$ cat config.mk
export PLATFORM = sky130hd
export DESIGN_NAME = reg10_access_arbiter
export DESIGN_NICKNAME = d
export VERILOG_FILES = /design/src/rtl/reg10_pkg.sv /design/src/rtl/reg10_bank.sv /design/src/rtl/reg10_access_arbiter.sv
export SDC_FILE = /design/constraint.sdc
export NUM_CORES = 1
export LEC_CHECK = 0
export ABC_AREA = 1
export ABC_CLOCK_PERIOD_IN_PS = 4500
export CAP_MARGIN = 25
export CORE_ASPECT_RATIO = 0.5
export CORE_UTILIZATION = 55
export CTS_BUF_LIST = sky130_fd_sc_hd__clkbuf_8 sky130_fd_sc_hd__clkbuf_16
export DETAILED_ROUTE_END_ITERATION = 8
export HOLD_SLACK_MARGIN = 0.12
export PLACE_DENSITY = 0.9
export SLEW_MARGIN = 5
export SYNTH_ARGS = -nofsm -noshare
export SYNTH_HDL_FRONTEND = slang
export SYNTH_SLANG_ARGS = --single-unit
$ cat constraint.sdc
create_clock -name clk -period 4.5 [get_ports clk]
set_input_delay 0.9 -clock clk [delete_from_list [all_inputs] [get_ports clk]]
set_output_delay 0.9 -clock clk [all_outputs]
set_load 0.05 [all_outputs]
$ cat src/rtl/reg10_pkg.sv
// Shared types for the 10-bit register bank and its round-robin access arbiter.
package reg10_pkg;

    localparam int DATA_W = 10;

    typedef logic [DATA_W-1:0] data_t;

    typedef enum logic {
        IDLE   = 1'b0,
        ACCESS = 1'b1
    } arb_state_t;

endpackage

$ cat src/rtl/reg10_bank.sv
// DEPTH x 10-bit register bank: one write port and one combinational read port.
module reg10_bank
    import reg10_pkg::*;
#(
    parameter int DEPTH  = 4,
    parameter int ADDR_W = 2
) (
    input  logic              clk,
    input  logic              reset,
    input  logic              we,
    input  logic [ADDR_W-1:0] waddr,
    input  logic [DATA_W-1:0] wdata,
    input  logic [ADDR_W-1:0] raddr,
    output logic [DATA_W-1:0] rd
);

    data_t regs [DEPTH];

    always_ff @(posedge clk) begin
        for (int i = 0; i < DEPTH; i++) begin
            if (reset) begin
                regs[i] <= '0;
            end else if (we && (waddr == ADDR_W'(i))) begin
                regs[i] <= wdata;
            end
        end
    end

    assign rd = regs[raddr];

endmodule

$ cat src/rtl/reg10_access_arbiter.sv
// Round-robin arbiter giving NREQ requesters single read/write accesses to a shared 10-bit bank.
// Define REG_ARB_LOCK_EN to add the lock port, which lets a winner keep the grant up to MAX_LOCK times.
module reg10_access_arbiter
    import reg10_pkg::*;
#(
    parameter int NREQ     = 4,
    parameter int DEPTH    = 4,
`ifdef REG_ARB_LOCK_EN
    parameter int MAX_LOCK = 4,
`endif
    parameter int ADDR_W   = 2
) (
    input  logic                     clk,
    input  logic                     reset,
    input  logic [NREQ-1:0]          req,
    input  logic [NREQ-1:0]          we,
    input  logic [NREQ*ADDR_W-1:0]   addr,
    input  logic [NREQ*DATA_W-1:0]   wdata,
`ifdef REG_ARB_LOCK_EN
    input  logic [NREQ-1:0]          lock,
`endif
    output logic [NREQ-1:0]          gnt,
    output logic                     rvalid,
    output logic [DATA_W-1:0]        rdata,
    output logic [$clog2(NREQ)-1:0]  rid,
    output logic                     busy
);

    localparam int RID_W = $clog2(NREQ);

    arb_state_t        state, state_d;
    logic [RID_W-1:0]  rr_ptr;
    logic [RID_W-1:0]  pick;
    logic              pick_ok;
    logic              load;
    logic              acc;
    logic [RID_W-1:0]  next_ptr;

    logic [RID_W-1:0]  win_p0;
    logic              we_p0;
    logic [ADDR_W-1:0] addr_p0;
    data_t             wdata_p0;

    logic              bank_we;
    data_t             rd;

    // First requester at or after rr_ptr, wrapping NREQ-1 -> 0 by explicit compare.
    always_comb begin
        int idx_i;
        logic [RID_W-1:0] idx;
        pick    = '0;
        pick_ok = 1'b0;
        idx_i   = 0;
        idx     = '0;
        for (int k = 0; k < NREQ; k++) begin
            idx_i = int'(rr_ptr) + k;
            if (idx_i >= NREQ) idx_i = idx_i - NREQ;
            idx = RID_W'(idx_i);
            if (!pick_ok && req[idx]) begin
                pick_ok = 1'b1;
                pick    = idx;
            end
        end
    end

    always_comb begin
        state_d = state;
        load    = 1'b0;
        acc     = 1'b0;
        gnt     = '0;
        case (state)
            IDLE: begin
                if (pick_ok) begin
                    state_d = ACCESS;
                    load    = 1'b1;
                end
            end
            ACCESS: begin
                state_d = IDLE;
                acc     = 1'b1;
                // A reset landing on the ACCESS cycle aborts it, so the grant is suppressed too.
                for (int i = 0; i < NREQ; i++) begin
                    gnt[i] = !reset && (win_p0 == RID_W'(i));
                end
            end
            default: state_d = IDLE;
        endcase
    end

    assign next_ptr = (win_p0 == RID_W'(NREQ - 1)) ? '0 : win_p0 + RID_W'(1);
    assign bank_we  = acc && we_p0 && !reset;
    assign busy     = (state == ACCESS);

    // Stage p0: operands latched at the IDLE decision; later changes on the inputs are ignored.
    always_ff @(posedge clk) begin
        if (load) begin
            win_p0   <= pick;
            we_p0    <= we[pick];
            addr_p0  <= addr[pick*ADDR_W +: ADDR_W];
            wdata_p0 <= wdata[pick*DATA_W +: DATA_W];
        end
    end

`ifdef REG_ARB_LOCK_EN
    localparam int LCNT_W = $clog2(MAX_LOCK) + 1;

    logic [LCNT_W-1:0] lock_cnt;
    logic [LCNT_W-1:0] cnt_eff;
    logic [RID_W-1:0]  last_win;
    logic              hold;

    // The count only carries over while the same requester keeps winning.
    assign cnt_eff = (win_p0 == last_win) ? lock_cnt : '0;
    assign hold    = lock[win_p0] && (int'(cnt_eff) < MAX_LOCK - 1);

    always_ff @(posedge clk) begin
        if (reset) begin
            lock_cnt <= '0;
            last_win <= '0;
        end else if (acc) begin
            last_win <= win_p0;
            lock_cnt <= hold ? cnt_eff + LCNT_W'(1) : '0;
        end
    end
`endif

    always_ff @(posedge clk) begin
        if (reset) begin
            state  <= IDLE;
            rr_ptr <= '0;
            rvalid <= 1'b0;
            rdata  <= '0;
            rid    <= '0;
        end else begin
            state  <= state_d;
            rvalid <= acc && !we_p0;
            if (acc && !we_p0) begin
                rdata <= rd;
                rid   <= win_p0;
            end
            if (acc) begin
`ifdef REG_ARB_LOCK_EN
                rr_ptr <= hold ? win_p0 : next_ptr;
`else
                rr_ptr <= next_ptr;
`endif
            end
        end
    end

    reg10_bank #(
        .DEPTH  (DEPTH),
        .ADDR_W (ADDR_W)
    ) u_bank (
        .clk   (clk),
        .reset (reset),
        .we    (bank_we),
        .waddr (addr_p0),
        .wdata (wdata_p0),
        .raddr (addr_p0),
        .rd    (rd)
    );

endmodule

==> summary.txt <==
Run status
  • Result of the run: completed

Timing
  • Ratio of final minimum period to clock period: 87.2%
  • Normalized max-slew margin: 61.6%
  • Maximum operating frequency: 255 MHz
  • Final slew viol count: 0
  • Setup clock skew after layout: 0.00652 ns
  • Worst setup margin: 0.574 ns
  • Final setup violation count: 0
  • Min Tclk post-route: 3.93 ns
  • Slew at the pin closest to its max-slew limit: 0.575 ns
  • Hold Violations, Final: 0
  • Unrepaired setup endpoints after global routing: no
  • Final sum of negative setup slack: 0 ns

Critical path
  • Path type of the worst setup path: input port to output pin
  • Peak per-stage delay on the critical path: 0.83 ns
  • Critical path launch point: reset
  • Data required time of the critical path: 3.60 ns
  • Crit path capture type: output pin
  • Worst reg2reg path startpoint: rr_ptr[0]$_SDFFE_PP0P_
  • CP top delay family: buffers and inverters
  • Cell occurring most often along the worst timing path: clkdlybuf4s50_1
  • Setup slack of the worst register-to-register path: 1.99 ns
  • Buffer and inverter count on the worst path: 3
  • Startpoint types: input port
  • Largest fanout of any net on the critical path: 17
  • Signal arrival time at the worst endpoint: 3.03 ns
  • Cell with the biggest individual delay on the critical path: clkdlybuf4s50_1
  • Critical-path cell list: clkdlybuf4s50_1, inv_1, nand2_1, nor2_1, clkdlybuf4s50_1

Final layout
  • Final nets: 553
  • Fraction of layout cells with a size suffix above 1: 6.65%
  • Area used by multi-input combinational logic: 1300 sq um
  • Fillers: 409
  • Diodes inserted: 0
  • Final core occ: 75.6%
  • Post-synthesis to final-layout area growth: 29.0%
  • FF/Latch Area: 1970 sq um

Routing
  • Detail-routed via count per cell: 5.27
  • Residual DRC count: 0
  • Total routed wirelength: 8.30 mm
  • Average wire length per cell after detail routing: 14.2 um
  • 1st-iter DRT viols: 264
  • Number of search-and-repair iterations in the first detailed-routing pass: 5
  • Count of antenna-violating nets left after detailed routing: 0
  • Total number of vias: 3080

Clock tree
  • Root Buffer Master: clkbuf_16
  • Clock Tree Buf Depth: 2
  • Level count of the clock H-tree: 3
  • CTS tree: done
  • Post-CTS Setup Repair Bufs: 0
  • Number of resized instances in the post-cts repair step: 0
  • Post-CTS clock slew at the launch and capture registers of the worst setup and hold paths: 0.05 ns
  • Hold buffer count at cts: 0
  • Clock insertion delay at the later pin of the skew report: 0.33 ns
  • Total clock sinks: 71
  • Clock buffer count from CTS: 9

Power and ir drop
  • Pwr per Cell Area: 600 nW/um^2
  • Switching power: 0.00115 W
  • Tot Pwr: 0.00284 W
  • Internal power of the cells: 0.00169 W
  • Share of total power consumed by net switching: 40.4%
  • Combinational fraction of design power: 40.1%
  • Sequential power share: 34.8%
  • Max IR drop VDD: 0.284 mV
  • Clock power share: 25.1%
  • LEAKAGE: 2.12 nW

Yosys
  • Synth Instances: 424
  • Area fraction in and, or, nand and nor cells after synthesis: 25.7%
  • Combined area of all synthesized cells: 3660 sq um
  • Yosys top cell by area: edfxtp_1
  • Mapped Avg Cell Area: 8.64 sq um
  • Synth unique cells: 25
  • Synth Area in Adders: 1.37%
  • Post-Syn Nets: 486
  • Area fraction of the dominant cell type after synthesis: 45.1%
  • Combinational family with the most area after synthesis: simple AND/OR/NAND/NOR gates
  • Synth warn: 0
  • Post-synthesis mux area share: 0%
  • Fraction of the mapped netlist area in compound gates: 8.33%
  • Register area share after synthesis: 53.8%
  • Number of synthesized register bits: 71
  • Xor and xnor fraction of the mapped netlist area: 0%
  • Top post-synthesis cells by area: edfxtp_1, dfxtp_1, nand2_1

GRT
  • Overall fraction of global-route tracks in use: 25.9%
  • GR Overflow Total: 0
  • Vias in the first global route: 2828
  • Antenna violations before repair: 0
  • Maximum number of pins on one net before global-route repair: 28
  • First-pass GRT wire length: 13.6 mm

Worst hold path
  • Min-delay src: we_p0$_DFFE_PP_
  • Class of the most critical hold timing path: flop to flop

Floorplan
  • Die Span Y: 59.7 um
  • IO Pins: 76
  • Die Wd: 117 um
  • Starting utilization of the core area: 58.6%
  • Overall die area: 7010 sq um
  • Std cell rows: 20
  • Std-Cell Core Area: 6260 sq um

Place
  • HPWL after detailed placement: 5.68 mm
  • Port-buffer cells: 75
  • Routability congestion estimate: 0.847
  • Pre-CTS setup slack: 0.675 ns

Job
  • Count of max-cap constraint violations: 0
kinds of logic after synthesis:
logic type               count (synthesis)
AND/OR/NAND/NOR                        207
buffers and inverters                   94
flip-flops                              71
AO/OA/AOI/OAI                           48
adder cells (fa/ha/maj)                  4
synth_stat cells, drive strengths merged:
master and instances:
a211oi 1, a21oi 4, a22oi 19, a31oi 9, a41oi 1, buf 9, clkbuf 11, dfxtp 16
edfxtp 55, ha 4, inv 74, nand2 95, nand3 46, nand3b 13, nand4 1, nor2 52
o21ai 14
metal layers:
layer	share of wire (%)	track usage (%)
met1	43	32.0
met4	2.8	10.4
met2	46	43.0
met5	0	0
met3	8.0	8.87
worst paths after layout:
kind                      endpoint  cells after the start
min reg2reg      rvalid$_SDFF_PP0_                      1
max                         gnt[0]                      5
max reg2reg  wdata_p0[2]$_DFFE_PP_                     11
min              rvalid$_SDFF_PP0_                      1
power groups by stage:
stage / Sequential, W / Combinational (W) / Clock, W
finish: 0.000988 / 0.00114 / 0.000711
detailed placement: 0.000993 / 0.00111 / 0
global placement: 0.000987 / 0.00108 / 0
floorplan: 0.00107 / 0.000767 / 0
CTS: 0.000986 / 0.00114 / 0.000714
global route: 0.00101 / 0.00126 / 0.000747
state kept, by name, indices dropped and copies added, names as in the netlist, 2 cells and up:
register,cells
wdata_p0,10
rr_ptr,2
u_bank.regs,40
rdata,10
addr_p0,2
rid,2
win_p0,2
cell usage in the layout, fill, tap and decap left out:
master           Yosys  final
inv_6                0      1
a21oi_1              4      4
nand3_1             43     43
o21ai_0             13     13
dfxtp_1             16     16
inv_1               71     72
clkinv_4             0      2
nor2_1              51     51
o21ai_1              1      1
nand2_2              8      8
clkbuf_16            0     11
a22oi_1             19     19
nand3_2              3      3
clkdlybuf4s50_1      0     75
inv_2                3      3
nor2_4               1      1
a211oi_1             1      1
nand2_4              2      2
a41oi_1              1      1
nand3b_1            13     13
a31oi_1              9      9
edfxtp_1            55     55
inv_4                0      1
ha_1                 4      4
buf_4                2      1
nand4_1              1      1
nand2_1             85     85
area by class of cell:
| class | count | area share (%) |
|---|---|---|
| timing repair buffer | 76 | 16.0 |
| tap | 88 | 2.33 |
| clock inverter | 5 | 0.767 |
| clock buffer | 11 | 5.82 |
| sequential | 71 | 41.7 |
| inverter | 74 | 5.87 |
| multi-input combinational | 259 | 27.5 |
metrics by stage:
stage	hold WS, ns	cell area [sq um]	instances
final	0.501	4730	584
after global routing	0.525	4730	584
after detailed placement	0.478	4420	568
after global placement	0.475	4420	568
after CTS	0.498	4730	584
after floorplan	0.437	3660	424
(Power assumes the default switching activity.)
==> RTL change (config.mk and constraints unchanged) <==
Add a define of `REG_ARB_LOCK_EN`.
--- a/src/rtl/reg10_access_arbiter.sv
+++ b/src/rtl/reg10_access_arbiter.sv
@@ -1,5 +1,7 @@
 // Round-robin arbiter giving NREQ requesters single read/write accesses to a shared 10-bit bank.
 // Define REG_ARB_LOCK_EN to add the lock port, which lets a winner keep the grant up to MAX_LOCK times.
+`define REG_ARB_LOCK_EN
+
 module reg10_access_arbiter
     import reg10_pkg::*;
 #(
Interface: changed (added lock); port bits go from 76 to 80. No check against the original RTL was run, so the function may have changed too.
==> RTL change against the unedited design <==
- count of clock-buffer cells in the layout is 2 lower
- synthesized area is 10% higher
- clock skew is 0.0025 ns higher
- die area is 9.9% higher
- clock power is 4.6% lower
- total power is 16% higher
- combinational power is 32% higher
- final area is 8.2% higher
- routed wire length is 16% higher
- critical path type unchanged
- worst setup slack better by 0.38 ns
- sequential cell count is 5 higher
==> RTL change: results (changes against the unedited design) <==
Status
  • Status: finished clean

STA
  • Clock Skew: 0.009055 ns (+0.002532 ns)
  • Worst slew margin: 0.4384 (-0.1778)

GRT
  • Vias in the first global route: 3357 (+19%)
  • First-pass GRT wire length: 16.20 mm (+19%)
  • Largest net degree at the start of global routing: 29 (+3.6%)

Final layout
  • Filler Cells Inserted: 482 (+18%)
  • Total number of multi-input combinational cells: 302 (+17%)
  • Layout cells sized above 1: 0.04956 (-0.01697)
  • Clock network area share: 0.05553 (-0.01036)
  • Layout non-clock buf frac: 0.1575 (-0.002826)
  • Plain + repair buffers: 81 (+6.6%)

Setup path
  • Worst Reg2Reg Path Length in Cells: 3 (-8)
  • Reg2reg start: addr_p0[0]$_DFFE_PP_
  • Max incr delay on CP: 0.81 ns (-0.02 ns)
  • FF-to-FF End: u_bank.regs[2][4]$_SDFFCE_PN0P_
  • Crit Path Max Fanout: 7 (-10)
  • Crit path to: gnt[1]
  • Reg-to-reg slack, setup: 1.74 ns (-0.25 ns)

Route
  • DR WL/cell: 14.71 um (+3.5%)
  • Vias per std cell: 5.496 (+4.2%)
  • Initial DRC count: 484 (+83%)
  • Drt first pass iters: 8 (+3)

Pwr
  • Sw frac: 0.4354 (+0.03182)
  • Worst IR drop on VDD: 284.4 uV (+0.19%)

Synth
  • Syn Nets: 560 (+15%)
  • Register area share after synthesis: 0.5130 (-0.02506)
  • Synth area leaders: edfxtp_1 (41%), dfxtp_1 (10%), nand2_1 (9.8%)
  • #FFs+latches synth: 76 (+7.0%)
  • Mapped Avg Cell Area: 8.192 um^2 (-5.2%)
  • Synth cell count leaders: nand2_1 (105), inv_1 (86), nor2_1 (57), edfxtp_1 (55), nand3_1 (47)

Placement
  • Post-DP HPWL: 6.520 mm (+15%)
  • Input/output buffers: 79 (+5.3%)
  • GP Congestion: 0.8524 (+0.64%)

Min path
  • Hold Crit Endpoint: last_win[1]$_SDFFE_PP0P_
  • Hold Startpoint: last_win[1]$_SDFFE_PP0P_
==> RTL change: per-layer routing <==
metal,track usage,part of all wire,vias up,wire length [um]
li1,-,-,1757,-
met1,0.3812,0.42,1639,4012
met2,0.4288,0.47,198,4529
met3,0.06113,0.099,17,959
met4,0.1054,0.017,0,163
met5,0,0,-,0
==> RTL change: power groups by stage <==
stage,Clock (uW),Sequential [uW],Combinational [uW]
floorplan,0,1180,1050
global route,716,1130,1670
finish,678,1110,1500
global placement,0,1110,1430
CTS,678,1110,1480
detailed placement,0,1120,1460
==> RTL change: stage by stage <==
stage / cell area (um^2) / setup WS, ns / power (uW) / hold slack (ns)
after floorplan: 4039 / 1.606 / 2232 / 0.4365
after global placement: 4831 / 1.045 / 2534 / 0.4898
after detailed placement: 4831 / 0.9940 / 2577 / 0.4941
after CTS: 5115 / 0.9729 / 3264 / 0.5009
after global routing: 5115 / 0.8170 / 3513 / 0.5214
final: 5115 / 0.9587 / 3287 / 0.4997
